[src/rtl/uart_receiver.sv]
// uart_receiver: 16x-oversampled UART receiver, 8 data bits, even parity, 1 stop.
// Ports: clk, reset (async, active-low), RxD (async serial in), baud_select[2:0],
//   Rx_EN; outputs Rx_DATA[7:0], Rx_VALID (1-clk strobe), Rx_PERROR, Rx_FERROR,
//   Rx_BUSY (start confirmed .. stop sample).
module uart_receiver #(
    parameter int CLK_HZ = 50000000
) (
    input  logic       clk,
    input  logic       reset,
    input  logic       RxD,
    input  logic [2:0] baud_select,
    input  logic       Rx_EN,
    output logic [7:0] Rx_DATA,
    output logic       Rx_VALID,
    output logic       Rx_PERROR,
    output logic       Rx_FERROR,
    output logic       Rx_BUSY
);

    // Ticks per 1/16 bit, rounded to nearest: 10417, 2604, ... , 27 at 50 MHz.
    localparam logic [13:0] NM1_0 = 14'((CLK_HZ + 8 * 300) / (16 * 300) - 1);
    localparam logic [13:0] NM1_1 = 14'((CLK_HZ + 8 * 1200) / (16 * 1200) - 1);
    localparam logic [13:0] NM1_2 = 14'((CLK_HZ + 8 * 4800) / (16 * 4800) - 1);
    localparam logic [13:0] NM1_3 = 14'((CLK_HZ + 8 * 9600) / (16 * 9600) - 1);
    localparam logic [13:0] NM1_4 = 14'((CLK_HZ + 8 * 19200) / (16 * 19200) - 1);
    localparam logic [13:0] NM1_5 = 14'((CLK_HZ + 8 * 38400) / (16 * 38400) - 1);
    localparam logic [13:0] NM1_6 = 14'((CLK_HZ + 8 * 57600) / (16 * 57600) - 1);
    localparam logic [13:0] NM1_7 = 14'((CLK_HZ + 8 * 115200) / (16 * 115200) - 1);

    typedef enum logic [2:0] {
        S_IDLE,
        S_START,
        S_DATA,
        S_PARITY,
        S_STOP
    } state_t;

    logic        sync1_q, rx_s_q;
    logic [2:0]  baud_q;
    logic [13:0] cnt_q, cnt_d;
    logic [13:0] nm1;
    logic        baud_chg;
    logic        sample_tick;

    state_t      state_q, state_d;
    logic [3:0]  tick_q, tick_d;
    logic [2:0]  idx_q, idx_d;
    logic [7:0]  shift_q, shift_d;
    logic        par_q, par_d;
    logic [7:0]  data_q, data_d;
    logic        valid_q, valid_d;
    logic        perr_q, perr_d;
    logic        ferr_q, ferr_d;
    logic        busy_q, busy_d;

    always_comb begin
        nm1 = NM1_7;
        case (baud_select)
            3'd0:    nm1 = NM1_0;
            3'd1:    nm1 = NM1_1;
            3'd2:    nm1 = NM1_2;
            3'd3:    nm1 = NM1_3;
            3'd4:    nm1 = NM1_4;
            3'd5:    nm1 = NM1_5;
            3'd6:    nm1 = NM1_6;
            default: nm1 = NM1_7;
        endcase
    end

    // A rate change restarts the divider so the first tick is a full period.
    assign baud_chg    = (baud_select != baud_q);
    assign sample_tick = Rx_EN && !baud_chg && (cnt_q == nm1);

    always_comb begin
        cnt_d = cnt_q + 14'd1;
        if (!Rx_EN || baud_chg || cnt_q >= nm1) begin
            cnt_d = 14'd0;
        end
    end

    always_comb begin
        state_d = state_q;
        tick_d  = tick_q;
        idx_d   = idx_q;
        shift_d = shift_q;
        par_d   = par_q;
        data_d  = data_q;
        valid_d = 1'b0;
        perr_d  = perr_q;
        ferr_d  = ferr_q;
        busy_d  = busy_q;
        if (!Rx_EN) begin
            state_d = S_IDLE;
            busy_d  = 1'b0;
        end else if (sample_tick) begin
            case (state_q)
                S_IDLE: begin
                    if (!rx_s_q) begin
                        tick_d  = 4'd0;
                        state_d = S_START;
                        perr_d  = 1'b0;
                        ferr_d  = 1'b0;
                    end
                end
                S_START: begin
                    if (tick_q == 4'd7) begin
                        tick_d = 4'd0;
                        if (!rx_s_q) begin
                            busy_d  = 1'b1;
                            idx_d   = 3'd0;
                            state_d = S_DATA;
                        end else begin
                            state_d = S_IDLE;
                        end
                    end else begin
                        tick_d = tick_q + 4'd1;
                    end
                end
                S_DATA: begin
                    if (tick_q == 4'd15) begin
                        tick_d         = 4'd0;
                        shift_d[idx_q] = rx_s_q;
                        idx_d          = idx_q + 3'd1;
                        if (idx_q == 3'd7) begin
                            state_d = S_PARITY;
                        end
                    end else begin
                        tick_d = tick_q + 4'd1;
                    end
                end
                S_PARITY: begin
                    if (tick_q == 4'd15) begin
                        tick_d  = 4'd0;
                        par_d   = rx_s_q;
                        state_d = S_STOP;
                    end else begin
                        tick_d = tick_q + 4'd1;
                    end
                end
                S_STOP: begin
                    if (tick_q == 4'd15) begin
                        tick_d  = 4'd0;
                        busy_d  = 1'b0;
                        state_d = S_IDLE;
                        // Framing error wins; parity only judged on a good stop.
                        if (!rx_s_q) begin
                            ferr_d = 1'b1;
                        end else if (par_q != ^shift_q) begin
                            perr_d = 1'b1;
                        end else begin
                            data_d  = shift_q;
                            valid_d = 1'b1;
                        end
                    end else begin
                        tick_d = tick_q + 4'd1;
                    end
                end
                default: state_d = S_IDLE;
            endcase
        end
    end

    always_ff @(posedge clk or negedge reset) begin
        if (!reset) begin
            sync1_q <= 1'b1;
            rx_s_q  <= 1'b1;
            baud_q  <= 3'd0;
            cnt_q   <= 14'd0;
            state_q <= S_IDLE;
            tick_q  <= 4'd0;
            idx_q   <= 3'd0;
            shift_q <= 8'h00;
            par_q   <= 1'b0;
            data_q  <= 8'h00;
            valid_q <= 1'b0;
            perr_q  <= 1'b0;
            ferr_q  <= 1'b0;
            busy_q  <= 1'b0;
        end else begin
            sync1_q <= RxD;
            rx_s_q  <= sync1_q;
            baud_q  <= baud_select;
            cnt_q   <= cnt_d;
            state_q <= state_d;
            tick_q  <= tick_d;
            idx_q   <= idx_d;
            shift_q <= shift_d;
            par_q   <= par_d;
            data_q  <= data_d;
            valid_q <= valid_d;
            perr_q  <= perr_d;
            ferr_q  <= ferr_d;
            busy_q  <= busy_d;
        end
    end

    assign Rx_DATA   = data_q;
    assign Rx_VALID  = valid_q;
    assign Rx_PERROR = perr_q;
    assign Rx_FERROR = ferr_q;
    assign Rx_BUSY   = busy_q;

endmodule

[config.mk]
export PLATFORM = sky130hd
export DESIGN_NAME = uart_receiver
export DESIGN_NICKNAME = d
export VERILOG_FILES = /design/src/rtl/uart_receiver.sv
export SDC_FILE = /design/constraint.sdc
export NUM_CORES = 1
export LEC_CHECK = 0
export BUFFER_PORTS_ARGS = -buffer_cell sky130_fd_sc_hd__buf_4
export CAP_MARGIN = 5
export CORE_ASPECT_RATIO = 0.8
export CORE_MARGIN = 10
export CORE_UTILIZATION = 65
export DETAILED_ROUTE_END_ITERATION = 10
export PLACE_DENSITY = 0.87
export SLEW_MARGIN = 20
export SYNTH_ARGS = -nofsm -noshare
export SYNTH_HDL_FRONTEND = slang
export SYNTH_SLANG_ARGS = --single-unit
[constraint.sdc]
create_clock -name clk -period 5.5 [get_ports clk]
set_input_delay 1.1 -clock clk [delete_from_list [all_inputs] [get_ports clk]]
set_output_delay 1.1 -clock clk [all_outputs]
set_load 0.005 [all_outputs]
==> results.toml <==
[clock_tree]
cts_num_sinks = 50
ctsHoldBuffers = 0
cts_setup_buffers = 0
clock-root-buffer = "clkbuf_8"
clockBufferDepth = 2
cts_buffers = 5
cts_tree = "yes"
htreeDepth = 2
cts.clk_slew.worst_paths_ns = 0.10
clk_latency_ns = 0.31
post_cts_resized = 0

[placement]
hpwl_mm = 4.219
placed_area_sq_um = 3173
gp_congestion = 0.8877
port_buffers = 18
place_ws_ns = 1.330

[sta]
holdWs_ns = 0.3629
worstMarginPinSlew_ns = 0.6520
slew_viol_final = 0
min_period_over_period_pct = 69.80
worst_slack_ns = 1.661
hold_viol = 0
fin_skew_ns = 0.009151
min_period_ns = 3.839
setup_viol = 0
grt_setup_unrepaired = "false"
setup_tns_ns = 0
fmax_mhz = 260.5
slew_headroom_pct = 56.53

[synth]
synth-adder-area-share_pct = 6.614
ys_warn_count = 0
synth_area_leaders = "dfrtp_1 (40%), ha_1 (6.6%), mux2_2 (6.3%)"
syn-num-nets = 305
synth-edff-count = 0
synth_xor_area_share_pct = 8.268
synthMuxAreaShare_pct = 8.475
avgSynthCellArea_sq_um = 10.73
yosys.area_share.simple_pct = 23.56
synthArstFlopShare_pct = 100.0
synthFlopType = "dfrtp_1"
synth_top_family_by_area = "simple AND/OR/NAND/NOR gates"
synth_top_area_share_pct = 39.69
yosysSeqAreaShare_pct = 41.42
syn_inst = 282
synth_top_cell_by_area = "dfrtp_1"
synth-compound-area-share_pct = 8.805
synth.distinct_cells = 59
synth_seq_cells = 50
syn_area_sq_um = 3027

[global_route]
grt_pass1_wl_mm = 9.887
grt_use_total_pct = 16.09
grt_pass1_vias = 2024
gr-total-overflow = 0
antenna_found_initial = 0
grt_max_degree = 51

[min_path]
min_from = "sync1_q"
hp-class = "reg2reg"
hold_depth = 0

[routing]
drtAntennaViolNets = 0
drcViolationCount = 0
drt_pass1_iterations = 4
drtIter0Drc = 171
num_vias = 2146
routedWlPerCell_um = 16.42
routed_wl_mm = 5.796
vias_per_cell = 6.079

[die]
die_x_um = 96.29
dieArea_sq_um = 7803
core_sq_um = 4542
die-height_um = 81.04
num_rows = 22
start_util_pct = 66.64
pin_count = 19

[critical_path]
end_kind = "flip-flop"
crit_arrival_ns = 4.05
timing.rr.start = "cnt_q[11]"
critPathKind = "in2reg"
crit_start = "baud_select[0]"
crit_fanout = 13
start_kind = "primary input"
cp_data_required_time_ns = 5.71
reg2reg_depth = 6

[power]
leakagePower_nw = 1.489
p_per_area_nw_per_um2 = 213.0
power_mw = 0.7018
irDropWorstVdd_mv = 0.1718

[cells_and_area]
nNetsFinal = 315
num-fill-cells = 335
area_growth_pct = 8.888
drive_above_1_share_pct = 22.53
antenna_cells = 0
postLayoutCellArea_sq_um = 3296

[run_status]
status = "complete, no violations"

[job]
maxCapViolations = 0
-- cells in the final DEF, fill, tap and decap left out, drive strengths merged, types with 10 or more instances in the layout --
| cell | instances |
|---|---|
| dfrtp | 48 |
| xnor2 | 16 |
| mux2 | 18 |
| nor2 | 12 |
| buf | 19 |
| nand2 | 15 |
| nor3 | 15 |
| ha | 16 |
| xor2 | 10 |
-- registers in the layout, summed over array words and instances, names as in the netlist --
name and count:
rx_s_q 1, Rx_FERROR 1, tick_q 4, par_q 1, baud_q 3, Rx_BUSY 1
shift_q 8, idx_q 3, Rx_PERROR 1, state_q 3, sync1_q 1, cnt_q 14
Rx_DATA 8, Rx_VALID 1
-- layout make-up --
class,instances,area (sq um),area share [%]
repair buffers,19,142.6,4.328
multi-input cells,212,1693,51.37
inverters,4,15.01,0.4556
well taps,60,75.07,2.278
clock buffers,5,68.82,2.088
flip-flops and latches,50,1254,38.04
clock inverters,3,47.55,1.443
-- worst paths after layout --
check / to / slack [ns]
max: shift_q[2] / 1.66
min: rx_s_q / 0.36
max reg2reg: shift_q[2] / 2.59
min reg2reg: rx_s_q / 0.36
max in group asynchronous: idx_q[0] / 4.30
min in group asynchronous: baud_q[0] / 0.79
-- cell usage after synthesis (all sizes together) (3+ instances only) --
| cell | instances |
|---|---|
| nor3b | 5 |
| or2 | 3 |
| nand3b | 4 |
| nand2 | 15 |
| mux2i | 5 |
| and3 | 6 |
| clkbuf | 12 |
| mux2 | 18 |
| xor2 | 10 |
| a22o | 4 |
| a31oi | 3 |
| nand2b | 9 |
| inv | 4 |
| ha | 16 |
| a21o | 3 |
| buf | 4 |
| xnor2 | 16 |
| dfrtp | 48 |
| nor4 | 4 |
| nand4 | 5 |
| nor2 | 12 |
| nor3 | 15 |
| nor4b | 3 |
| and2 | 3 |
| a21oi | 4 |
| nand3 | 9 |
| nand4b | 3 |
| o21ai | 5 |
| nor2b | 5 |
-- per-layer routing --
layer | global-route usage, % | part of all wire [%] | wire [um]
met1 | 23.01 | 47 | 2737
met2 | 22.55 | 43 | 2518
met3 | 5.438 | 7.8 | 453
met4 | 4.638 | 1.5 | 87
met5 | 0 | 0 | 0
-- cell families (layout without fill, tap and decap cells) --
kind of cell / Yosys count / count (layout)
buf+inv: 20 / 31
fa+ha+maj: 16 / 16
xor+xnor: 27 / 27
simple gates: 111 / 111
mux: 23 / 23
flops: 50 / 50
compound gates: 35 / 35
-- worst max-delay path, cell delays in order --
cell and delay (ns):
buf_4 0.16, or3_1 0.40, ha_1 0.36, nand4bb_4 0.15, or4_4 0.62, nor4_4 0.56, nor4bb_1 0.32, mux2_2 0.37
-- stage by stage --
step           util, %  std cells
6_report         72.56        353
5_1_grt          72.56        353
4_1_cts          72.42        353
3_5_place_dp     69.86        345
3_3_place_gp     69.86        345
2_1_floorplan        -        282
-- power breakdown --
group,internal (mW),leakage (nW),total [mW],switching (mW)
logic,0.0216,0.746,0.0545,0.0329
registers,0.371,0.684,0.377,0.00567
clock network,0.139,0.0591,0.271,0.132
total,0.531,1.49,0.702,0.170
Power figures use the tool's default switching activity.
